`config.mk`:
```
export PLATFORM = sky130hd
export DESIGN_NAME = hamming_tx_ctrl
export DESIGN_NICKNAME = d
export VERILOG_FILES = /design/src/rtl/hamming_tx_ctrl.sv
export SDC_FILE = /design/constraint.sdc
export NUM_CORES = 1
export LEC_CHECK = 0
export ABC_CLOCK_PERIOD_IN_PS = 6500
export CAP_MARGIN = 40
export CORE_AREA = 2 2 87 89
export DETAILED_ROUTE_END_ITERATION = 12
export DIE_AREA = 0 0 89 91
export GPL_ROUTABILITY_DRIVEN = 1
export PLACE_DENSITY = 0.79
export SLEW_MARGIN = 20
export SYNTH_ARGS = -nofsm -noshare
export SYNTH_HDL_FRONTEND = slang
export SYNTH_SLANG_ARGS = --single-unit
```
`constraint.sdc`:
```
create_clock -name clk -period 6.5 [get_ports clk]
set_input_delay 1.625 -clock clk [delete_from_list [all_inputs] [get_ports clk]]
set_output_delay 1.625 -clock clk [all_outputs]
set_load 0.02 [all_outputs]
```
`src/rtl/hamming_tx_ctrl.sv`:
```
// Serial extended-Hamming (16,11) SECDED frame sequencer: builds the frame one
// position per clock, appends parity, then streams it under back-pressure.
module hamming_tx_ctrl #(
  parameter bit MSB_FIRST = 1'b0
) (
  input  logic        clk,
  input  logic        rst,
  input  logic [10:0] din,
  input  logic        din_valid,
  output logic        din_ready,
  output logic        dataout,
  output logic        dout_valid,
  input  logic        dout_ready,
  output logic        frame_start,
  output logic        frame_end,
  output logic [15:0] codeword,
  output logic        busy
);

  typedef enum logic [1:0] {IDLE, LOAD, PARITY, SEND} state_t;

  state_t      state_q;
  logic [3:0]  pos_q;
  logic [3:0]  beat_q;
  logic [10:0] data_q;
  logic [15:0] frame_q;
  logic [3:0]  par_q;
  logic        din_ready_q;
  logic        dout_valid_q;
  logic        dataout_q;
  logic        frame_start_q;
  logic        frame_end_q;
  logic [15:0] codeword_q;
  logic        busy_q;

  logic        is_par_pos;
  logic        p0;
  logic [15:0] full_frame_d;

  function automatic logic pick(input logic [15:0] f, input logic [3:0] b);
    pick = MSB_FIRST ? f[4'd15 - b] : f[b];
  endfunction

  // par_q[k] is the accumulator for parity bit p(2^k).
  always_comb begin
    is_par_pos   = ((pos_q & (pos_q - 4'd1)) == 4'd0);
    p0           = (^frame_q) ^ (^par_q);
    full_frame_d = frame_q | {7'b0, par_q[3], 3'b0, par_q[2], 1'b0, par_q[1], par_q[0], p0};
  end

  always_ff @(posedge clk or posedge rst) begin
    if (rst) begin
      state_q       <= IDLE;
      pos_q         <= '0;
      beat_q        <= '0;
      data_q        <= '0;
      frame_q       <= '0;
      par_q         <= '0;
      din_ready_q   <= 1'b0;
      dout_valid_q  <= 1'b0;
      dataout_q     <= 1'b0;
      frame_start_q <= 1'b0;
      frame_end_q   <= 1'b0;
      codeword_q    <= '0;
      busy_q        <= 1'b0;
    end else begin
      case (state_q)
        IDLE: begin
          din_ready_q <= 1'b1;
          if (din_valid && din_ready_q) begin
            data_q      <= din;
            frame_q     <= '0;
            par_q       <= '0;
            pos_q       <= 4'd1;
            din_ready_q <= 1'b0;
            busy_q      <= 1'b1;
            state_q     <= LOAD;
          end
        end
        LOAD: begin
          if (is_par_pos) begin
            frame_q[pos_q] <= 1'b0;
          end else begin
            frame_q[pos_q] <= data_q[0];
            data_q         <= data_q >> 1;
            par_q          <= par_q ^ (pos_q & {4{data_q[0]}});
          end
          if (pos_q == 4'd15) begin
            state_q <= PARITY;
          end else begin
            pos_q <= pos_q + 4'd1;
          end
        end
        PARITY: begin
          frame_q       <= full_frame_d;
          codeword_q    <= full_frame_d;
          beat_q        <= '0;
          dout_valid_q  <= 1'b1;
          dataout_q     <= pick(full_frame_d, 4'd0);
          frame_start_q <= 1'b1;
          frame_end_q   <= 1'b0;
          state_q       <= SEND;
        end
        SEND: begin
          // Outputs are precomputed for the beat that follows the handshake.
          if (dout_ready) begin
            if (beat_q == 4'd15) begin
              dout_valid_q  <= 1'b0;
              dataout_q     <= 1'b0;
              frame_start_q <= 1'b0;
              frame_end_q   <= 1'b0;
              busy_q        <= 1'b0;
              din_ready_q   <= 1'b1;
              state_q       <= IDLE;
            end else begin
              beat_q        <= beat_q + 4'd1;
              dataout_q     <= pick(frame_q, beat_q + 4'd1);
              frame_start_q <= 1'b0;
              frame_end_q   <= (beat_q == 4'd14);
            end
          end
        end
        default: state_q <= IDLE;
      endcase
    end
  end

  assign din_ready   = din_ready_q;
  assign dout_valid  = dout_valid_q;
  assign dataout     = dataout_q;
  assign frame_start = frame_start_q;
  assign frame_end   = frame_end_q;
  assign codeword    = codeword_q;
  assign busy        = busy_q;

endmodule
```
==> results of run 1 <==
==> cells in the mapped netlist, types with 3 or more instances <==
cell / instances / share of area
inv_1: 12 / 0.013
mux2_2: 8 / 0.026
nand4_1: 7 / 0.013
mux2_1: 6 / 0.020
nand3_1: 16 / 0.023
o21ai_0: 9 / 0.013
xor2_1: 5 / 0.013
mux4_2: 4 / 0.026
dfrtp_1: 63 / 0.46
nor2_1: 45 / 0.049
clkbuf_1: 6 / 0.0065
ha_1: 11 / 0.040
nand2_1: 28 / 0.030
xnor2_1: 18 / 0.046
o21ai_1: 11 / 0.016
mux2i_1: 18 / 0.052
a31oi_1: 3 / 0.0054
a21oi_1: 38 / 0.055
nor3_1: 3 / 0.0044
==> cell type report <==
class                   instances  area share
repair buffers                 41      0.1022
multi-input cells             260      0.4253
inverters                      14     0.01273
well taps                      99     0.03001
flip-flops and latches         63      0.3819
clock buffers                  10     0.03334
clock inverters                 6     0.01455
==> power by group through the flow <==
stage / clock network [µW] / registers, µW / logic [µW]
after floorplan: 0 / 653 / 726
after global placement: 0 / 655 / 962
after detailed placement: 0 / 662 / 1000
after CTS: 354 / 655 / 1010
after global routing: 366 / 677 / 1120
final: 346 / 656 / 1010
==> per-layer routing <==
metal,global-route usage,part of all wire
met5,0,0
met4,0.09453,0.014
met2,0.3178,0.48
met3,0.04545,0.056
met1,0.2851,0.45
==> through the flow <==
stage / worst slack (ns) / total power, µW / std cells / area (µm²)
after detailed placement: 2.937 / 1667 / 476 / 3902
after CTS: 3.308 / 2015 / 492 / 4100
after global placement: 2.731 / 1616 / 475 / 3891
after floorplan: 3.305 / 1379 / 350 / 3448
after global routing: 3.139 / 2164 / 493 / 4128
final: 3.309 / 2008 / 493 / 4128
==> sequential cells by signal, summed over array words and instances, names as in the netlist <==
signal,flops
pos_q,4
data_q,11
dataout,1
dout_valid,1
din_ready,1
codeword,16
frame_q,16
frame_start,1
beat_q,4
par_q,4
state_q,2
frame_end,1
busy,1
==> how the worst max path moves through the flow <==
stage | depth (start not counted) | slack, ns | to | from
floorplan | 1 | 3.31 | beat_q[0] | rst
global placement | 7 | 2.73 | par_q[1] | din_valid
detailed placement | 8 | 2.94 | par_q[0] | din_valid
CTS | 8 | 3.31 | par_q[0] | din_valid
global route | 8 | 3.14 | par_q[1] | din_valid
finish | 8 | 3.31 | par_q[3] | din_valid
==> critical path, stage by stage <==
cell and delay [ns]:
clkdlybuf4s50_1 0.48, nand3_1 0.15, o21a_1 0.19, a31oi_2 0.41
buf_6 0.24, nand3_1 0.11, xor2_1 0.16, nor2_1 0.06
==> logic make-up after synthesis <==
family                     after synthesis  share of synthesized area
xor gates and xnor gates                24                    0.06495
and+or+nand+nor                        112                     0.1455
AOI/OAI and AO/OA                       76                     0.1252
DFF                                     63                     0.4572
buffers and inverters                   27                    0.03556
adders and majority gates               11                    0.03991
muxes                                   37                     0.1317
==> results.json, run 1 <==
{
  "outcome": "complete, no violations",
  "synthToLayoutAreaGrowth_pct": 19.70,
  "cts_tree": "done",
  "max_cap_viol_count": 0,
  "rsz0062_at_grt": "false",
  "r2r_start": "state_q[1]",
  "syn_area_per_cell_um2": 9.852,
  "fillerInstances": 657,
  "cts-root-buf": "clkbuf_8",
  "synth_cell_types": 48,
  "seqCellArea_um2": 1577,
  "fin_tns_setup_ns": 0,
  "synth_area_um2": 3448,
  "p_per_area_nw_per_um2": 486.6,
  "synth_fp_nets": 376,
  "worstPathArrival_ns": 3.42,
  "final_max_slew_viol_count": 0,
  "drt_iter0_drc": 194,
  "cts_buffers": 9,
  "p_seq_frac": 0.327,
  "grt_usage": 0.2093,
  "relSlewSlack": 0.5871,
  "pin_count": 37,
  "holdPathStages": 1,
  "dp_hpwl_mm": 5.486,
  "drc": 0,
  "clock_latency_ns": 0.35,
  "grt_max_degree": 64,
  "die_h_um": 91,
  "switching_share": 0.4393,
  "fin_crit_ns": 3.191,
  "worstPathRequired_ns": 6.73,
  "layout_commonest_cell": "dfrtp_1",
  "grt_pass1_vias": 2704,
  "p_clk_frac": 0.172,
  "routedWlPerCell_um": 15.53,
  "fin_util": 0.5784,
  "regToRegSetupSlack_ns": 4.06,
  "start_util": 0.4832,
  "r2r_cells": 10,
  "hold_ws_ns": 0.4849,
  "yosys_warnings": 0,
  "die_area_um2": 8099,
  "antenna_left": 0,
  "layout_common_cells": "63 x dfrtp_1, 45 x nor2_1, 38 x a21oi_1",
  "critPathCaptureType": "register",
  "grt_pass1_wl_mm": 13.01,
  "antenna_found_initial": 0,
  "htreeDepth": 3,
  "setup_violations": 0,
  "place_congestion": 0.8594,
  "synth-edff-count": 0,
  "clockBufferDepth": 2,
  "r2r_end": "par_q[3]",
  "hold_start": "codeword[13]",
  "synthArstFlopShare": 1.000,
  "intPower_uw": 1126,
  "hp-class": "register to register",
  "cp_max_fo": 17,
  "leakagePower_uw": 0.001802,
  "hold_viol_final": 0,
  "detail_route.first_pass.iterations": 4,
  "clkTransAtPathRegs_ns": 0.07,
  "vias": 2747,
  "grt_overflow": 0,
  "via_per_inst": 5.572,
  "synth_seq_cells": 63,
  "worstSetupPathType": "input pin to register",
  "synth_ff_type": "dfrtp_1",
  "skew_ns": 0.007616,
  "rows": 31,
  "syn-instance-count": 350,
  "fmax_mhz": 313.4,
  "multi_input_area_um2": 1755,
  "cts.sinks": 63,
  "min_period_over_period": 0.4909,
  "chipWidth_um": 89,
  "cts-resized-gates": 0,
  "combPwrFrac": 0.501,
  "antenna_cells": 0,
  "hold_buffers": 0,
  "cts_setup_buffers": 0,
  "port_buffers": 36,
  "nNetsFinal": 415,
  "layout-drive-gt1-share": 0.1066,
  "hold_end": "codeword[13]",
  "p_switching_uw": 882.4,
  "ir_drop_mv": 0.2667,
  "tightest_slew_ns": 0.6193,
  "yosysSeqAreaShare": 0.4572,
  "wl_mm": 7.657,
  "fp.coreArea_um2": 7137,
  "startpoint_type": "input pin"
}
Power figures use the tool's default switching activity.
==> inputs of run 2 (changes only) <==
Settings changed: ABC_CLOCK_PERIOD_IN_PS 6500 to 2900, PLACE_DENSITY 0.79 to 0.82.
Clock period 6.5 ns to 2.9 ns, I/O delays scaled along.
==> results.json, run 2 (synthesis gave the netlist of run 1 again) <==
{
  "clock_latency_ns": 0.35,
  "fmax_mhz": 456.2,
  "cts_tree": "done",
  "min_period_over_period": 0.7558,
  "cp_slowest_cell": "clkdlybuf4s50_1",
  "hold_ws_ns": 0.4864,
  "cts_setup_buffers": 0,
  "antenna_left": 0,
  "relSlewSlack": 0.5952,
  "switching_share": 0.4356,
  "layout_common_cells": "63 x dfrtp_1, 45 x nor2_1, 38 x a21oi_1",
  "hold_viol_final": 0,
  "via_per_inst": 5.505,
  "cpPeakStageDelay_ns": 0.48,
  "clockBufferDepth": 2,
  "regToRegSetupSlack_ns": 0.72,
  "leakagePower_uw": 0.001809,
  "antenna_cells": 0,
  "r2r_cells": 8,
  "path_depth": 7,
  "hp-class": "register to register",
  "ir_drop_mv": 0.3763,
  "max_cap_viol_count": 0,
  "drc": 0,
  "clkTransAtPathRegs_ns": 0.07,
  "cts.sinks": 63,
  "startpoint_type": "input pin",
  "grt_pass1_vias": 2645,
  "routedWlPerCell_um": 15.78,
  "outcome": "complete, no violations",
  "cts_buffers": 9,
  "die_area_um2": 8099,
  "layout-drive-gt1-share": 0.1066,
  "setup_violations": 0,
  "seqCellArea_um2": 1577,
  "worstPathArrival_ns": 2.40,
  "worstSetupPathType": "input pin to register",
  "grt_max_degree": 41,
  "nNetsFinal": 416,
  "cpLargestDelayFamily": "simple AND/OR/NAND/NOR gates",
  "p_per_area_nw_per_um2": 1093,
  "worstPathRequired_ns": 3.10,
  "wl_mm": 7.781,
  "combPwrFrac": 0.504,
  "rsz0062_at_grt": "false",
  "detail_route.first_pass.iterations": 4,
  "fillerInstances": 604,
  "fp.coreArea_um2": 7137,
  "synthToLayoutAreaGrowth_pct": 19.56,
  "cts-root-buf": "clkbuf_8",
  "fin_crit_ns": 2.192,
  "holdPathStages": 1,
  "start_util": 0.4832,
  "rows": 31,
  "pin_count": 37,
  "layout_commonest_cell": "dfrtp_1",
  "p_switching_uw": 1963,
  "path_buf_inv": 1,
  "final_max_slew_viol_count": 0,
  "cp_max_fo": 9,
  "crit_chain": "clkdlybuf4s50_1, a21bo_2, nand3b_1, nor3b_1, nand2_1, mux2i_1, nor2_1",
  "p_clk_frac": 0.171,
  "port_buffers": 36,
  "p_seq_frac": 0.324,
  "cts-resized-gates": 0,
  "place_congestion": 0.9403,
  "htreeDepth": 3,
  "fin_tns_setup_ns": 0,
  "multi_input_area_um2": 1755,
  "dp_hpwl_mm": 5.687,
  "critPathCaptureType": "register",
  "drt_iter0_drc": 217,
  "tightest_slew_ns": 0.6072,
  "skew_ns": 0.01023,
  "chipWidth_um": 89,
  "intPower_uw": 2543,
  "antenna_found_initial": 0,
  "hold_buffers": 0,
  "grt_overflow": 0,
  "vias": 2714,
  "die_h_um": 91,
  "grt_pass1_wl_mm": 12.84,
  "grt_usage": 0.2088
}
-- run 2: cell count changes in the layout (fill, tap and decap cells not counted), sizes merged --
cell      before  now
clkinvlp       2    0
buf            5    6
clkbuf        10   11
-- run 2: routing by layer --
metal	track usage	part of all wire	vias up
met1	0.2825	0.45	1312
met2	0.3221	0.48	80
met4	0.1107	0.017	0
met3	0.02909	0.056	9
li1	-	-	1313
met5	0	0	-
-- run 2: final timing paths --
path                              start            to
max                           din_valid   frame_q[10]
min                        codeword[13]  codeword[13]
max reg2reg                  state_q[0]   frame_q[10]
min reg2reg                codeword[13]  codeword[13]
max in group asynchronous           rst    state_q[0]
min in group asynchronous           rst     beat_q[1]
-- run 2: cell type report --
type,count,share of cell area
inverters,14,0.01275
flip-flops and latches,63,0.3824
clock buffers,11,0.03672
multi-input cells,260,0.4258
well taps,99,0.03005
repair buffers,42,0.1014
clock inverters,4,0.01093
-- run 2: worst reg2reg max path: cells and delay by family (launching register included) --
kind	cells	cell delay [ns]
and+or+nand+nor	4	0.86
muxes	1	0.17
buffers and inverters	1	0.09
DFF	1	0.37
adders and majority gates	1	0.29
AOI/OAI and AO/OA	1	0.26
-- run 2: metrics by stage --
stage / cells / utilization / power [µW] / cell area [µm²] / setup WS, ns
floorplan: 350 / - / 3091 / 3448 / 0.6053
global placement: 478 / 0.5501 / 3645 / 3926 / 0.4404
detailed placement: 478 / 0.5501 / 3738 / 3926 / 0.4044
CTS: 493 / 0.5777 / 4516 / 4123 / 0.7232
global route: 493 / 0.5777 / 4822 / 4123 / 0.4841
finish: 493 / 0.5777 / 4506 / 4123 / 0.7082
-- run 2: power groups by stage --
stage               Combinational [µW]  Sequential [µW]  Clock (µW)
floorplan                         1630             1460           0
global placement                  2190             1460           0
detailed placement                2260             1470           0
CTS                               2270             1460         784
global route                      2490             1510         820
finish                            2270             1460         772
